File: src/rtl/gemm_pkg.sv
// Shared defaults, FSM encoding and flattening helper for the GEMM operand loader.
// Defining GEMM_LOADER_CHECKSUM_EN adds a trailing XOR checksum word to every frame.
package gemm_pkg;

  localparam int DATA_WIDTH    = 32;
  localparam int MATRIX_HEIGHT = 4;
  localparam int MATRIX_WIDTH  = 4;
  localparam int N_ELEM        = MATRIX_HEIGHT * MATRIX_WIDTH;
  localparam int COUNT_WIDTH   = 10;

`ifdef GEMM_LOADER_CHECKSUM_EN
  localparam int FRAME_WORDS = 3 * N_ELEM + 3;
`else
  localparam int FRAME_WORDS = 3 * N_ELEM + 2;
`endif

  typedef enum logic [2:0] {
    LOAD_A  = 3'd0,
    LOAD_B  = 3'd1,
    LOAD_C  = 3'd2,
    LOAD_SC = 3'd3,
`ifdef GEMM_LOADER_CHECKSUM_EN
    LOAD_CK = 3'd4,
`endif
    HOLD    = 3'd5
  } state_t;

  function automatic int elem_idx(input int i, input int j);
    return i * MATRIX_WIDTH + j;
  endfunction

endpackage

File: src/rtl/gemm_frame_counter.sv
// Word counter for one operand frame plus decode of which region the current word lands in.
// With GEMM_LOADER_CHECKSUM_EN the trailing checksum word is flagged by is_ck.
module gemm_frame_counter #(
  parameter int ELEMS  = gemm_pkg::N_ELEM,
  parameter int ELEM_W = (ELEMS > 1) ? $clog2(ELEMS) : 1
) (
  input  logic              clk,
  input  logic              rst,
  input  logic              beat,
  input  logic              clear,
  output logic [ELEM_W-1:0] elem,
  output logic              is_a,
  output logic              is_b,
  output logic              is_c,
  output logic              is_alpha,
  output logic              is_beta,
`ifdef GEMM_LOADER_CHECKSUM_EN
  output logic              is_ck,
  output logic              is_first,
`endif
  output logic              is_final
);
  import gemm_pkg::*;

  localparam logic [COUNT_WIDTH-1:0] B_BASE    = COUNT_WIDTH'(ELEMS);
  localparam logic [COUNT_WIDTH-1:0] C_BASE    = COUNT_WIDTH'(2 * ELEMS);
  localparam logic [COUNT_WIDTH-1:0] ALPHA_POS = COUNT_WIDTH'(3 * ELEMS);
  localparam logic [COUNT_WIDTH-1:0] BETA_POS  = COUNT_WIDTH'(3 * ELEMS + 1);
`ifdef GEMM_LOADER_CHECKSUM_EN
  localparam logic [COUNT_WIDTH-1:0] CK_POS    = COUNT_WIDTH'(3 * ELEMS + 2);
  localparam logic [COUNT_WIDTH-1:0] FINAL_POS = CK_POS;
`else
  localparam logic [COUNT_WIDTH-1:0] FINAL_POS = BETA_POS;
`endif

  logic [COUNT_WIDTH-1:0] count;

  always_ff @(posedge clk) begin
    if (rst || clear) begin
      count <= '0;
    end else if (beat) begin
      count <= count + COUNT_WIDTH'(1);
    end
  end

  assign is_a     = (count < B_BASE);
  assign is_b     = (count >= B_BASE) && (count < C_BASE);
  assign is_c     = (count >= C_BASE) && (count < ALPHA_POS);
  assign is_alpha = (count == ALPHA_POS);
  assign is_beta  = (count == BETA_POS);
  assign is_final = (count == FINAL_POS);
`ifdef GEMM_LOADER_CHECKSUM_EN
  assign is_ck    = (count == CK_POS);
  assign is_first = (count == '0);
`endif

  // Element index within the current matrix block (row-major position).
  always_comb begin
    elem = ELEM_W'(count);
    if (is_b) begin
      elem = ELEM_W'(count - B_BASE);
    end else if (is_c) begin
      elem = ELEM_W'(count - C_BASE);
    end
  end

endmodule

File: src/rtl/gemm_operand_loader.sv
// Assembles one GEMM operand frame (A, B, C, alpha, beta) from a valid/ready stream and holds it for gemm_top.
// Optional GEMM_LOADER_CHECKSUM_EN appends an XOR checksum word that must match before the frame is presented.
module gemm_operand_loader #(
  parameter int DATA_WIDTH    = gemm_pkg::DATA_WIDTH,
  parameter int MATRIX_HEIGHT = gemm_pkg::MATRIX_HEIGHT,
  parameter int MATRIX_WIDTH  = gemm_pkg::MATRIX_WIDTH
) (
  input  logic                                          iclk,
  input  logic                                          irst,
  input  logic [DATA_WIDTH-1:0]                         s_data,
  input  logic                                          s_valid,
  input  logic                                          s_last,
  output logic                                          s_ready,
  output logic [DATA_WIDTH*MATRIX_HEIGHT*MATRIX_WIDTH-1:0] a_matrix,
  output logic [DATA_WIDTH*MATRIX_HEIGHT*MATRIX_WIDTH-1:0] b_matrix,
  output logic [DATA_WIDTH*MATRIX_HEIGHT*MATRIX_WIDTH-1:0] c_matrix,
  output logic [DATA_WIDTH-1:0]                         alpha,
  output logic [DATA_WIDTH-1:0]                         beta,
  output logic                                          operands_valid,
  input  logic                                          operands_ack,
  output logic                                          frame_err
);
  import gemm_pkg::*;

  localparam int ELEMS  = MATRIX_HEIGHT * MATRIX_WIDTH;
  localparam int ELEM_W = (ELEMS > 1) ? $clog2(ELEMS) : 1;
  localparam logic [ELEM_W-1:0] LAST_ELEM = ELEM_W'(ELEMS - 1);

  state_t state, state_next;
  logic   ready;
  logic   beat;
  logic   abort;
  logic   clear;

  logic [ELEM_W-1:0] elem;
  logic is_a, is_b, is_c, is_alpha, is_beta, is_final;

  logic [DATA_WIDTH-1:0] a_mem [ELEMS];
  logic [DATA_WIDTH-1:0] b_mem [ELEMS];
  logic [DATA_WIDTH-1:0] c_mem [ELEMS];

  assign beat           = s_valid & ready;
  assign s_ready        = ready;
  assign operands_valid = (state == HOLD);
  assign clear          = abort | (beat & is_final);

`ifdef GEMM_LOADER_CHECKSUM_EN
  logic                  is_ck;
  logic                  is_first;
  logic [DATA_WIDTH-1:0] xor_acc;

  // The first data word reloads the accumulator, so aborted frames need no explicit flush.
  always_ff @(posedge iclk) begin
    if (irst) begin
      xor_acc <= '0;
    end else if (beat && !is_ck) begin
      xor_acc <= is_first ? s_data : (xor_acc ^ s_data);
    end
  end

  assign abort = beat & ((s_last != is_final) | (is_ck & (s_data != xor_acc)));
`else
  assign abort = beat & (s_last != is_final);
`endif

  gemm_frame_counter #(
    .ELEMS  (ELEMS),
    .ELEM_W (ELEM_W)
  ) u_counter (
    .clk      (iclk),
    .rst      (irst),
    .beat     (beat),
    .clear    (clear),
    .elem     (elem),
    .is_a     (is_a),
    .is_b     (is_b),
    .is_c     (is_c),
    .is_alpha (is_alpha),
    .is_beta  (is_beta),
`ifdef GEMM_LOADER_CHECKSUM_EN
    .is_ck    (is_ck),
    .is_first (is_first),
`endif
    .is_final (is_final)
  );

  always_ff @(posedge iclk) begin
    if (irst) begin
      for (int k = 0; k < ELEMS; k++) begin
        a_mem[k] <= '0;
        b_mem[k] <= '0;
        c_mem[k] <= '0;
      end
      alpha <= '0;
      beta  <= '0;
    end else if (beat) begin
      if (is_a)     a_mem[elem] <= s_data;
      if (is_b)     b_mem[elem] <= s_data;
      if (is_c)     c_mem[elem] <= s_data;
      if (is_alpha) alpha       <= s_data;
      if (is_beta)  beta        <= s_data;
    end
  end

  for (genvar k = 0; k < ELEMS; k++) begin : g_flat
    assign a_matrix[k*DATA_WIDTH +: DATA_WIDTH] = a_mem[k];
    assign b_matrix[k*DATA_WIDTH +: DATA_WIDTH] = b_mem[k];
    assign c_matrix[k*DATA_WIDTH +: DATA_WIDTH] = c_mem[k];
  end

  // s_ready is registered so it stays low for the whole first cycle after reset.
  always_ff @(posedge iclk) begin
    if (irst) begin
      state     <= LOAD_A;
      ready     <= 1'b0;
      frame_err <= 1'b0;
    end else begin
      state     <= state_next;
      ready     <= (state_next != HOLD);
      frame_err <= abort;
    end
  end

  always_comb begin
    state_next = state;
    case (state)
      LOAD_A:  if (beat && elem == LAST_ELEM) state_next = LOAD_B;
      LOAD_B:  if (beat && elem == LAST_ELEM) state_next = LOAD_C;
      LOAD_C:  if (beat && elem == LAST_ELEM) state_next = LOAD_SC;
`ifdef GEMM_LOADER_CHECKSUM_EN
      LOAD_SC: if (beat && is_beta) state_next = LOAD_CK;
      LOAD_CK: if (beat) state_next = HOLD;
`else
      LOAD_SC: if (beat && is_beta) state_next = HOLD;
`endif
      HOLD:    if (operands_ack) state_next = LOAD_A;
      default: state_next = LOAD_A;
    endcase
    // Any framing or checksum error discards the partial frame.
    if (abort) state_next = LOAD_A;
  end

endmodule

File: config.mk
export PLATFORM = sky130hd
export DESIGN_NAME = gemm_operand_loader
export DESIGN_NICKNAME = d
export VERILOG_FILES = /design/src/rtl/gemm_pkg.sv /design/src/rtl/gemm_frame_counter.sv /design/src/rtl/gemm_operand_loader.sv
export SDC_FILE = /design/constraint.sdc
export NUM_CORES = 2
export LEC_CHECK = 0
export ABC_CLOCK_PERIOD_IN_PS = 3100
export CAP_MARGIN = 20
export CORE_AREA = 2 2 632 634
export DETAILED_ROUTE_END_ITERATION = 7
export DIE_AREA = 0 0 634 636
export GPL_ROUTABILITY_DRIVEN = 0
export HOLD_SLACK_MARGIN = 0.03
export SLEW_MARGIN = 20
export SYNTH_ARGS = -nofsm -noshare
export SYNTH_HDL_FRONTEND = slang
export SYNTH_SLANG_ARGS = --single-unit
File: constraint.sdc
create_clock -name iclk -period 3.1 [get_ports iclk]
set_clock_uncertainty 0.1 [all_clocks]
set_input_delay 0.465 -clock iclk [delete_from_list [all_inputs] [get_ports iclk]]
set_output_delay 0.465 -clock iclk [all_outputs]
set_load 0.05 [all_outputs]
Word level (Yosys, flattened, before mapping)

Memories as Yosys holds them, arrays and structs flattened.
Cells that the tools add are included.

Memory bits (writable): 1,536
Memories kept: 3
Input port bits: 37
Word-level logic and storage cells: 73
Bits in registers: 79

Add/sub/neg operators: 3
Magnitude comparators: 5
Bitwise gates (word level): 4
Eq/ne operators: 9
Mux-type cells: 32
Reductions and logical operators: 11

Memory list:

| name  | depth | bits a word | rd ports | clocked after Yosys merged registers in | wr ports | RTL line                  | source |
|---|---|---|---|---|---|---|---|
| a_mem | 16    | 32          | 16       | 0                                       | 16       | gemm_operand_loader.sv:38 | `logic [DATA_WIDTH-1:0] a_mem [ELEMS];` |
| b_mem | 16    | 32          | 16       | 0                                       | 16       | gemm_operand_loader.sv:39 | `logic [DATA_WIDTH-1:0] b_mem [ELEMS];` |
| c_mem | 16    | 32          | 16       | 0                                       | 16       | gemm_operand_loader.sv:40 | `logic [DATA_WIDTH-1:0] c_mem [ELEMS];` |

Operator list:

| operator                                                                       | count |
|---|---|
| 32-bit two-way mux                                                             | 3 |
| 32-bit OR reduction                                                            | 3 |
| 10-bit by 6-bit == test with 1-bit output (second input constant)              | 2 |
| 10-bit by 6-bit less-than comparator with 1-bit output (second input constant) | 2 |
| 4-bit two-way mux                                                              | 5 |
| 3-bit two-way mux                                                              | 6 |
| 1-bit two-way mux                                                              | 17 |
| 3-bit case mux with 5 select lines                                             | 1 |
| 10-bit by 1-bit adder with 10-bit output (second input constant)               | 1 |
| 10-bit by 5-bit >= comparator with 1-bit output (second input constant)        | 1 |
| 10-bit by 6-bit >= comparator with 1-bit output (second input constant)        | 1 |
| 10-bit by 5-bit less-than comparator with 1-bit output (second input constant) | 1 |
| 4-bit by 1-bit subtractor with 4-bit output (second input constant)            | 2 |
| 3-bit by 2-bit == test with 1-bit output (second input constant)               | 2 |
| 4-bit == test (second input constant)                                          | 1 |
| 1-bit logical AND                                                              | 4 |
| 2-bit AND reduction                                                            | 2 |
| 1-bit AND                                                                      | 3 |
| 3-bit by 1-bit == test with 1-bit output (second input constant)               | 1 |
| 3-bit == test (second input constant)                                          | 1 |
| 3-bit zero test                                                                | 1 |
| 3-bit inequality test (second input constant)                                  | 1 |
| 1-bit logical OR                                                               | 1 |
| 1-bit inequality test                                                          | 1 |
| 1-bit OR                                                                       | 1 |

Logic depth before layout (Yosys ltp)

Depth in word-level cells: 10
Depth in mapped cells: 9
Depth with buffers taken out: 6

Cells and area by module

From an unflattened synthesis, not the netlist that was laid out.

Cells, all modules: 3,923
Area total of the unflattened synthesis: 57,511.4 um^2

By module, submodules not included:

| module              | seq. area each (um^2) | area an instance (um^2) | cells an instance | times used |
|---|---|---|---|---|
| gemm_operand_loader | 47,505.6              | 56,935.9                | 3,853             | 1 |
| gemm_frame_counter  | 200.2                 | 575.6                   | 70                | 1 |

Worst setup path before layout

OpenSTA, ideal clock, no wires.

Path type: register -> register
Start: register ready (netlist: s_ready)
End: memory a_mem[13][0], enable pin
Cell stages (with the launch flop): 7
Library setup time: 0.375 ns
Buffers on the path: 2
Arrival: 2.312 ns
Path slack: 0.314 ns
Required time: 2.625 ns
Cell sequence: dfxtp_1 -> and2_1 -> clkbuf_1 -> nand4b_1 -> clkbuf_1 -> nor2_1 -> or2_2

RTL lines:

| element                  | RTL line                   | source |
|---|---|---|
| start: declaration       | gemm_operand_loader.sv:30  | `logic ready;` |
| start signal: assignment | gemm_operand_loader.sv:119 | `ready <= (state_next != HOLD);` |
| end: declaration         | gemm_operand_loader.sv:38  |  |

==> reports/results.tsv <==
metric	value	unit
status	complete, no violations	
synth_area_per_cell	15.8	sq um
grtUsageTotal	0.137	
yosysSeqAreaShare	0.788	
port_buffers	1639	
power_density	589	nW/um^2
grt_max_degree	73	
path_class	reg2out	
fin_crit_sh	0.970	
rows	232	
drt-wirelength-per-cell	26.1	um
vias_per_cell	3.59	
power_leakage	32.2	nW
clk_pin_slew	0.06	ns
drt_iter0_drc	4667	
ant_nets	0	
synth_ff_type	edfxtp_1	
synth.cell_area	60500	sq um
dpl_cell_area	85500	sq um
start_util	0.152	
combPwrFrac	0.133	
final_cell_area	91700	sq um
final_common_cell	clkdlybuf4s50_1	
path_max_fanout	8	
die_h	636	um
p_sw_frac	0.280	
drv_slew	0	
rsz0062_at_grt	no	
timing.rr.start	u_counter.count[0]$_SDFFE_PP0P_	
dpl.hpwl	204	mm
synth_nets	3879	
cp.arrival	2.44	ns
worstPathCellList	clkdlybuf4s15_1	
htree_levels	4	
instances_no_fill	11050	
grt_pass1_wl	372	mm
slowest_stage	edfxtp_1	
cts_buffers	184	
cts-root-buf	clkbuf_16	
ir_drop	0.444	mV
dieArea	403000	sq um
crit_family	flip-flops	
clkPwrFrac	0.404	
ys_ff_latch	1615	
worst_slew_pin_slew	1.03	ns
finalSetupViolations	0	
drive_above_1_share	0.111	
fin_util	0.231	
p_switching	0.0151	W
relSlewSlack	0.317	
p_int	0.0389	W
wl	289	mm
syn2layout_area_growth	51.6	%
dp.cells	10647	
holdWs	0.165	ns
critPathMaxStageDelay	0.93	ns
globalRouteOverflowTotal	0	
fillerInstances	41351	
hold_viol	0	
hp-class	in2reg	
yosysUniqueCellTypes	37	
nets	5624	
first_global_vias	38971	
synth_edf_count	1536	
finalCriticalPeriod	3.01	ns
cts_buffer_depth	4	
layout_common_cells	clkdlybuf4s50_1 (1599), and2_1 (1537), edfxtp_1 (1536)	
yosysWarnings	0	
dieWidth	634	um
power_frac_seq	0.463	
cts_sinks	1615	
antenna_found_initial	79	
crit_required	2.53	ns
via_count	39636	
io_pins	1640	
drc_errors	0	
dr.pass1.iters	5	
coreArea	397000	sq um
multi_input_area	11800	sq um
end_kind	output pin	
cp.buffers_inverters	1	
tritoncts	built	
min_from	s_data[1]	
synthArstFlopShare	0	
worstSetupStartpointType	register	
clock_latency	0.87	ns
fmax	332	MHz
cp-startpoint	c_mem[2][0]$_SDFFCE_PN0P_	
drv_cap	0	
regArea	47700	sq um
syn_inst	3838	
-- synth_stat cells, types with 3 or more instances --
master,count,share of area
inv_1,3,0.00019
clkbuf_1,328,0.020
nand4_1,5,0.00052
nand2_1,81,0.0050
edfxtp_1,1536,0.76
buf_6,3,0.00056
nand3_1,4,0.00033
or2_2,48,0.0050
xnor2_1,5,0.00072
and3_1,6,0.00062
nor3_1,4,0.00033
dfxtp_1,79,0.026
xor2_1,4,0.00058
buf_2,5,0.00041
a21oi_1,36,0.0030
nor2_1,95,0.0059
ha_1,4,0.00083
and2_1,1537,0.16
mux2i_1,33,0.0055
-- metrics by stage --
| step | setup slack (ns) | setup TNS (ns) | power [W] |
|---|---|---|---|
| floorplan | 0.314 | 0 | 0.0292 |
| global placement | -0.723 | -549.76 | 0.0327 |
| detailed placement | -0.721 | -569.53 | 0.0327 |
| CTS | 0.00404 | 0 | 0.0546 |
| global route | 0.0149 | 0 | 0.0555 |
| finish | 0.0915 | 0 | 0.0540 |
-- per-layer routing --
metal	part of all wire	up-vias	global-route usage
li1	-	16675	-
met1	0.38	19913	0.168
met2	0.48	2587	0.230
met3	0.099	461	0.0352
met4	0.042	0	0.0517
met5	0	-	0
-- sequential cells by signal, summed over array words and instances, names as in the netlist --
| name | count |
|---|---|
| u_counter.count | 10 |
| alpha | 32 |
| s_ready | 1 |
| beta | 32 |
| a_mem | 512 |
| frame_err | 1 |
| b_mem | 512 |
| state | 3 |
| c_mem | 512 |
-- cell type report --
cell class / instances / share of cell area
Tap cell: 5265 / 0.0718
Timing Repair Buffer: 1896 / 0.214
Multi-Input combinational cell: 1883 / 0.129
Inverter: 3 / 0.000123
Antenna cell: 59 / 0.00161
Sequential cell: 1615 / 0.520
Clock inverter: 102 / 0.0116
Clock buffer: 227 / 0.0524
-- cells by family after synthesis --
group / share of synthesized area
buffers and inverters: 0.0216
XOR/XNOR: 0.00130
AND/OR/NAND/NOR: 0.179
adder cells (fa/ha/maj): 0.000827
multiplexers: 0.00546
flip-flops: 0.788
AO/OA/AOI/OAI: 0.00341
-- power by group through the flow --
stage                     Clock [W]  Sequential, W  Combinational [W]
after floorplan                   0         0.0287           0.000543
after global placement            0         0.0255            0.00723
after detailed placement          0         0.0255            0.00724
after CTS                    0.0223         0.0250            0.00727
after global routing         0.0231         0.0251            0.00732
final                        0.0218         0.0250            0.00718
-- worst paths after layout --
kind                                    end  slack [ns]  cells after the start
setup / recovery               c_matrix[64]        0.09                      1
setup reg to reg     alpha[24]$_SDFFE_PP0P_        0.10                      7
hold reg to reg       beta[13]$_SDFFE_PP0P_        0.35                      2
hold / removal    a_mem[7][1]$_SDFFCE_PN0P_        0.16                      2
-- repair_timing --
item                       in CTS  in global routing
setup buffers                   0                  1
gates resized for setup         3                  0
hold buffers                   14                  0
pin swaps                       0                  1
setup endpoints to repair       2                 32
hold endpoints to repair       81                  0
cloned                          0                  0
Note: power is estimated with default switching activity, not from simulation.
